[src/rtl/mathbox_sequencer.sv]
// rtl/mathbox_sequencer.sv - Math Box microprogram sequencer (microcode ROM address side)
//
// Ports:
//   CLK, RST_N           clock, asynchronous active-low reset
//   CPU_WR, CPU_AD       one-cycle command strobe and its register-select index
//   START_ADDR           start-address PROM output for CPU_AD, valid with CPU_WR
//   UC_STOP, UC_JMP      stop / jump fields of the word currently addressed by PC
//   UC_JCOND, UC_TARGET  jump condition select (1 = on FLAG) and jump target
//   FLAG                 ALU condition flag, sampled with the current word
//   PC                   registered microcode ROM address
//   CMD                  CPU_AD latched on the last accepted command
//   RUN                  executing / CPU busy status
//   DONE                 one-cycle pulse after execution ends
//   TIMEOUT              sticky: last program hit the executed-word limit
module mathbox_sequencer #(
    parameter int PC_W      = 8,
    parameter int MAX_STEPS = 1024
) (
    input  logic            CLK,
    input  logic            RST_N,
    input  logic            CPU_WR,
    input  logic [4:0]      CPU_AD,
    input  logic [PC_W-1:0] START_ADDR,
    input  logic            UC_STOP,
    input  logic            UC_JMP,
    input  logic            UC_JCOND,
    input  logic [PC_W-1:0] UC_TARGET,
    input  logic            FLAG,
    output logic [PC_W-1:0] PC,
    output logic [4:0]      CMD,
    output logic            RUN,
    output logic            DONE,
    output logic            TIMEOUT
);

    localparam int STEP_W = $clog2(MAX_STEPS);
    localparam logic [STEP_W-1:0] STEP_LAST = STEP_W'(MAX_STEPS - 1);

    typedef enum logic {
        S_IDLE = 1'b0,
        S_EXEC = 1'b1
    } state_t;

    state_t            state, state_nxt;
    logic [PC_W-1:0]   pc_nxt;
    logic [4:0]        cmd_nxt;
    logic [STEP_W-1:0] step, step_nxt;
    logic              done_nxt;
    logic              timeout_nxt;

    always_ff @(posedge CLK or negedge RST_N) begin
        if (!RST_N) begin
            state   <= S_IDLE;
            PC      <= '0;
            CMD     <= '0;
            step    <= '0;
            DONE    <= 1'b0;
            TIMEOUT <= 1'b0;
        end else begin
            state   <= state_nxt;
            PC      <= pc_nxt;
            CMD     <= cmd_nxt;
            step    <= step_nxt;
            DONE    <= done_nxt;
            TIMEOUT <= timeout_nxt;
        end
    end

    always_comb begin
        state_nxt   = state;
        pc_nxt      = PC;
        cmd_nxt     = CMD;
        step_nxt    = step;
        done_nxt    = 1'b0;
        timeout_nxt = TIMEOUT;

        if (CPU_WR) begin
            // A command always (re)starts, discarding whatever word is current.
            state_nxt   = S_EXEC;
            pc_nxt      = START_ADDR;
            cmd_nxt     = CPU_AD;
            step_nxt    = '0;
            timeout_nxt = 1'b0;
        end else if (state == S_EXEC) begin
            if (UC_STOP) begin
                state_nxt = S_IDLE;
                done_nxt  = 1'b1;
            end else if (step == STEP_LAST) begin
                // Word limit reached: stop on this word and flag it.
                state_nxt   = S_IDLE;
                done_nxt    = 1'b1;
                timeout_nxt = 1'b1;
            end else begin
                step_nxt = step + STEP_W'(1);
                if (UC_JMP && (!UC_JCOND || FLAG)) begin
                    pc_nxt = UC_TARGET;
                end else begin
                    pc_nxt = PC + PC_W'(1);
                end
            end
        end
    end

    assign RUN = (state == S_EXEC);

endmodule

[config.mk]
export PLATFORM = sky130hd
export DESIGN_NAME = mathbox_sequencer
export DESIGN_NICKNAME = d
export VERILOG_FILES = /design/src/rtl/mathbox_sequencer.sv
export SDC_FILE = /design/constraint.sdc
export NUM_CORES = 1
export LEC_CHECK = 0
export BUFFER_PORTS_ARGS = -buffer_cell sky130_fd_sc_hd__buf_2
export CAP_MARGIN = 10
export CORE_UTILIZATION = 50
export DETAILED_ROUTE_END_ITERATION = 16
export PLACE_DENSITY = 0.88
export SLEW_MARGIN = 0
export SYNTH_ARGS = -nofsm -noshare
export SYNTH_HDL_FRONTEND = slang
export SYNTH_SLANG_ARGS = --single-unit
[constraint.sdc]
create_clock -name CLK -period 3.97 [get_ports CLK]
set_input_delay 0.1985 -clock CLK [delete_from_list [all_inputs] [get_ports CLK]]
set_output_delay 0.1985 -clock CLK [all_outputs]
set_load 0.02 [all_outputs]
==> reports/metrics.cfg, run 1 <==
[clocking]
cts_sinks = 26
clock_latency_ns = 0.33
clk_path_buf_depth = 2
root_buffer = clkbuf_4
cts_resized = 0
cts_buffers = 3
cts_tree = built
cts.clk_slew.worst_paths_ns = 0.15
htreeDepth = 1

[pwr]
ir_worst_vdd_mv = 0.288
p_leak_nw = 0.784
power_density_mw_per_mm2 = 328
p_total_w = 0.000569

[setup_path]
r2r_setup_slack_ns = 1.88
timing.rr.end = PC[2]
crit_chain = ha_1 -> nand3_1 -> o31ai_4 -> a2111oi_0 -> a311o_1
cp_slowest_cell = o31ai_4
crit_arrival_ns = 2.32
cp-end-kind = flop
worst_setup_path_start_kind = flop
startpoint = step[0]
crit_path_max_fanout = 21
setup.worst_path.class = flop to flop
setup.worst_path.end = PC[2]
r2r_cells = 5
r2r-start = step[0]
cp.required_ns = 4.20
max_stage_delay_ns = 0.69

[sta]
whs_ns = 0.0921
fin_skew_ns = 0.00634
fin_setup_tns_ns = 0
fmax_mhz = 478
final_max_slew_viol_count = 0
hold_violations = 0
worst_pin_slew_ns = 0.780
finalSetupViolCount = 0
rsz0062_at_grt = no
period_needed_ns = 2.09
relSlewSlack = 0.480
period_share = 0.527

[synthesis]
synth_nets = 176
synth-seq-cells = 26
syn-cell-area_mm2 = 0.00147
synth.distinct_cells = 47
synth.avg_cell_area_um2 = 10.1
synth_warnings = 0
syn_inst = 146
seq_area_frac_synth = 0.441

[global_route]
antenna_found_initial = 0
grt_max_degree = 32
grt_pass1_wl_um = 6030
grt-busiest-layer = met2
use_met1 = 0.294
grt.met3_usage = 0.0323
grt-ovfl-total = 0
use_met2 = 0.430
track_usage = 0.242
grt_pass1_vias = 1390

[cells_and_area]
final_util = 0.623
drive_gt1_frac = 0.303
fillers = 229
n_antenna_cell = 0
area_growth_pct = 17.6
fin_nets = 219

[routing]
ant_nets = 0
drcViolationCount = 0
vias_per_cell = 6.35
drt_wl_total_um = 3560
routedWlPerCell_um = 16.2
first_iter_violations = 42
num_vias = 1390
drtPass1Iterations = 4

[floorplanning]
io_pins = 44
dieArea_mm2 = 0.00317
fp.coreArea_mm2 = 0.00278
die_h_um = 56.3
dieWidth_um = 56.3
initial_core_util = 0.530
num_rows = 19

[placement]
dpl.hpwl_um = 2630
place.gp.congestion = 0.878
numPortBuffers = 43

[min_path]
hold_class = input port to flop

[job]
drv_cap = 0

[outcome]
outcome = finished, final reports clean

-- synth_stat cells (all sizes together) --
library cell / count / share of area
xnor2: 4 / 0.024
clkbuf: 4 / 0.013
a41oi: 1 / 0.0059
a21o: 1 / 0.0051
or4: 1 / 0.0051
o211ai: 3 / 0.015
o211a: 1 / 0.0068
o31ai: 4 / 0.030
o41ai: 2 / 0.012
inv: 3 / 0.0076
nand2: 12 / 0.032
o21ai: 5 / 0.017
and2b: 1 / 0.0059
nor3: 4 / 0.014
and2: 7 / 0.030
nand3: 10 / 0.034
nor2: 4 / 0.010
o21a: 1 / 0.0051
xor2: 1 / 0.0059
a211oi: 1 / 0.0051
nand2b: 2 / 0.0085
a31oi: 6 / 0.025
mux2i: 4 / 0.027
nand4: 1 / 0.0085
a22oi: 1 / 0.0051
dfrtp: 26 / 0.44
mux2: 5 / 0.038
ha: 2 / 0.017
o311ai: 4 / 0.024
buf: 2 / 0.015
nand3b: 1 / 0.0051
a32oi: 1 / 0.0059
a21oi: 9 / 0.033
a311o: 1 / 0.0068
a2111oi: 1 / 0.0059
and4: 3 / 0.018
a2bb2oi: 1 / 0.0059
or3: 3 / 0.013
and3: 2 / 0.0085
nor3b: 1 / 0.0051
-- where the power goes --
| part | leakage (nW) | internal [W] | switching (W) |
|---|---|---|---|
| Combinational | 0.430 | 0.0000530 | 0.0000743 |
| Clock | 0.0210 | 0.0000562 | 0.0000819 |
| Sequential | 0.332 | 0.000283 | 0.0000207 |
| Total | 0.784 | 0.000392 | 0.000177 |
-- cell type report --
class / instances / area [µm²] / area share
well taps: 31 / 38.8 / 0.0224
multi-input cells: 111 / 771 / 0.445
repair buffers: 44 / 225 / 0.130
clock buffers: 4 / 36.3 / 0.0209
inverters: 3 / 11.3 / 0.00650
flip-flops and latches: 26 / 651 / 0.375
-- metal layers --
layer  share of wire  vias up
met3           0.049       11
li1                -      644
met1            0.40      683
met2            0.52       52
met5               0        -
met4           0.031        0
-- registers in the layout (all words and copies together), names as in the netlist --
| register | flops |
|---|---|
| step | 10 |
| PC | 8 |
| CMD | 5 |
| DONE | 1 |
| RUN | 1 |
| TIMEOUT | 1 |
-- critical path: cells and delay by family, from the launching register on --
kind	cells	cell delay, ns
AO/OA/AOI/OAI	3	1.14
adder cells (fa/ha/maj)	1	0.21
flip-flops	1	0.44
AND/OR/NAND/NOR	1	0.20
-- worst min path at each step --
stage / startpoint / end / slack [ns] / cells after the start
4_1_cts: START_ADDR[0] / PC[0] / 0.08 / 3
3_3_place_gp: RST_N / PC[3] / 0.21 / 1
6_report: CPU_AD[2] / CMD[2] / 0.09 / 2
3_5_place_dp: RST_N / PC[3] / 0.22 / 1
5_1_grt: CPU_AD[3] / CMD[3] / 0.09 / 2
2_1_floorplan: RST_N / CMD[0] / -0.1 / 0
-- kinds of logic after synthesis --
logic type	count (synthesis)	synth area share
compound gates	43	0.214
xor+xnor	5	0.0297
simple gates	52	0.197
mux	9	0.0654
flops	26	0.441
fa+ha+maj	2	0.0170
buf+inv	9	0.0357
-- cells in the final DEF (no fill, tap or decap), types with 3 or more instances in the layout --
| cell | n |
|---|---|
| clkbuf_4 | 3 |
| dfrtp_1 | 26 |
| nand2_1 | 11 |
| or3_1 | 3 |
| nor3_1 | 4 |
| a31oi_1 | 6 |
| a21oi_1 | 8 |
| mux2i_1 | 4 |
| o211ai_1 | 3 |
| o21ai_0 | 3 |
| nor2_1 | 4 |
| xnor2_1 | 4 |
| nand3_1 | 10 |
| o31ai_1 | 3 |
| o311ai_1 | 3 |
| buf_2 | 43 |
| and2_1 | 6 |
| inv_1 | 3 |
| mux2_2 | 5 |
| and4_1 | 3 |
-- what timing repair did --
action | CTS | global route
hold endpoints to repair | 26 | 0
setup endpoints to repair | 0 | 0
hold buffers | 1 | 0
buffers inserted | 0 | 0
-- through the flow --
step	cells	cell area [µm²]	setup slack (ns)
2_1_floorplan	146	1470	2.41
3_3_place_gp	214	1690	2.02
3_5_place_dp	214	1690	1.89
4_1_cts	219	1730	1.89
5_1_grt	219	1730	1.70
6_report	219	1730	1.88
Note: power is estimated with default switching activity, not from simulation.
==> run 2: changes to the inputs <==
Clock period 3.97 ns to 2.1 ns, I/O delays scaled along.
==> run 2 against run 1 <==
  * Critical path type unchanged
  * Worst hold slack worse by 0.071 ns
  * Via count increased by 2.2%
  * Sequential cell count unchanged
  * Global-route usage increased by 0.72 points
  * Non-clock buffer count up 9
  * Count of clock-buffer cells in the layout unchanged
  * Critical path depth up 1
  * Power rose by 91%
  * Setup slack lost 1.6 ns
  * Largest cell class unchanged
  * Clock power up 88%
==> reports/metrics.cfg, run 2 (synthesized netlist as in run 1, its figures left out) <==
[routing]
routedWlPerCell_um = 16.0  ; -1.5%
num_vias = 1420  ; +2.2%
drcViolationCount = 0  ; unchanged
vias_per_cell = 6.23  ; -1.9%
drt_wl_total_um = 3650  ; +2.5%
drtPass1Iterations = 4  ; unchanged
first_iter_violations = 39  ; -7.1%
ant_nets = 0  ; unchanged

[floorplanning]
die_h_um = 56.3  ; unchanged
fp.coreArea_mm2 = 0.00278  ; unchanged
io_pins = 44  ; unchanged
num_rows = 19  ; unchanged
dieArea_mm2 = 0.00317  ; unchanged
dieWidth_um = 56.3  ; unchanged
initial_core_util = 0.530  ; unchanged

[cells_and_area]
drive_gt1_frac = 0.299  ; -0.00370
largest_reg_flops = 10  ; unchanged
layout_common_cells = buf_2, dfrtp_1, nand2_1
top_regs = step: 10 flops, PC: 8 flops, CMD: 5 flops
regMostFlops = step
final_util = 0.654  ; +0.0306
fin_nets = 228  ; +4.1%
final_common_cell = buf_2
n_antenna_cell = 0  ; unchanged
area_growth_pct = 23.3

[pwr]
ir_worst_vdd_mv = 0.459  ; +59%
power_density_mw_per_mm2 = 599  ; +82%
p_leak_nw = 0.822  ; +4.9%

[placement]
dp_slack_ns = 0.284  ; -1.60 ns
dpl.hpwl_um = 2590  ; -1.2%
place.gp.congestion = 0.894  ; +1.8%
numPortBuffers = 43  ; unchanged

[global_route]
grt_pass1_wl_um = 6200  ; +2.9%
track_usage = 0.250  ; +0.00719
grt-ovfl-total = 0  ; unchanged
antenna_found_initial = 0  ; unchanged
grt_pass1_vias = 1347  ; -3.1%
grt_max_degree = 31  ; -3.1%

[clocking]
root_buffer = clkbuf_4
clock_latency_ns = 0.33  ; about the same
cts_setup_buffers = 0  ; unchanged
htreeDepth = 1  ; unchanged
cts_sinks = 26  ; unchanged
cts.clk_slew.worst_paths_ns = 0.14  ; about the same
cts_buffers = 3  ; unchanged
clk_path_buf_depth = 2  ; unchanged
cts_tree = built

[sta]
period_needed_ns = 1.86  ; -0.229 ns
final_max_slew_viol_count = 0  ; unchanged
rsz0062_at_grt = no
setup_ws_ns = 0.236  ; -1.64 ns
whs_ns = 0.0211  ; -0.0711 ns
period_share = 0.888  ; +0.361
fin_skew_ns = 0.00451  ; -0.00182 ns
fmax_mhz = 536  ; +12%
hold_violations = 0  ; unchanged
finalSetupViolCount = 0  ; unchanged
relSlewSlack = 0.622  ; +0.141
worst_pin_slew_ns = 0.568  ; -0.212 ns
fin_setup_tns_ns = 0  ; unchanged

[min_path]
hold_class = input port to flop

[setup_path]
cp_slowest_cell = o31ai_4
max_stage_delay_ns = 0.45  ; -0.24 ns
cpMostUsedCell = nand3_1
setup.worst_path.class = flop to flop
worst_setup_path_start_kind = flop
cpLargestDelayFamily = compound AO/OA/AOI/OAI gates
cp.required_ns = 2.34  ; -1.86 ns
crit_path_max_fanout = 12  ; -43%
crit_arrival_ns = 2.10  ; -0.22 ns
path_buf_inv = 1  ; +1
crit_chain = ha_1 -> nand3_1 -> o31ai_4 -> buf_4 -> nand3_1 -> o311ai_1
cp-end-kind = flop

[job]
drv_cap = 0  ; unchanged

[outcome]
outcome = finished, final reports clean

==> run 2: final cells by class <==
type	instances	area [µm²]
inverters	3	11.3
fillers	215	963
repair buffers	53	310
clock buffers	4	36.3
multi-input cells	111	771
well taps	31	38.8
flip-flops and latches	26	651
==> run 2: repair_timing <==
item,4_1_cts,5_1_grt
hold buffers,7,1
endpoints found under the hold margin,32,1
resized for setup,0,0
==> run 2: stage by stage <==
stage / instance area (µm²) / power (W) / cells
after detailed placement: 1700 / 0.000824 / 216
final: 1820 / 0.00109 / 228
after CTS: 1810 / 0.00109 / 227
after global routing: 1820 / 0.00114 / 228
after floorplan: 1470 / 0.000730 / 146
after global placement: 1700 / 0.000812 / 216
==> run 2: final timing paths <==
check	start	to	slack, ns	cells after the start
setup / recovery	step[0]	PC[0]	0.24	6
hold / removal	START_ADDR[5]	PC[5]	0.02	3
setup reg to reg	step[0]	PC[0]	0.24	6
hold reg to reg	CMD[1]	CMD[1]	0.53	1
max in group asynchronous	RST_N	step[7]	1.44	2
min in group asynchronous	RST_N	CMD[4]	0.28	2
==> run 2: tightest hold or removal path: stages <==
cell     delay [ns]
buf_2          0.10
nand2_1        0.05
a31oi_1        0.07
==> run 2: layer usage <==
layer,track usage,up-vias,part of all wire
met4,0.101,0,0.024
met2,0.410,60,0.52
met1,0.332,688,0.41
met5,0,-,0
li1,-,659,-
met3,0.0392,13,0.052
==> run 2: report_power, final <==
part | switching [W] | leakage [nW] | internal [W]
sequential | 0.0000417 | 0.332 | 0.000535
combinational | 0.000142 | 0.469 | 0.000111
clock | 0.000154 | 0.0210 | 0.000106
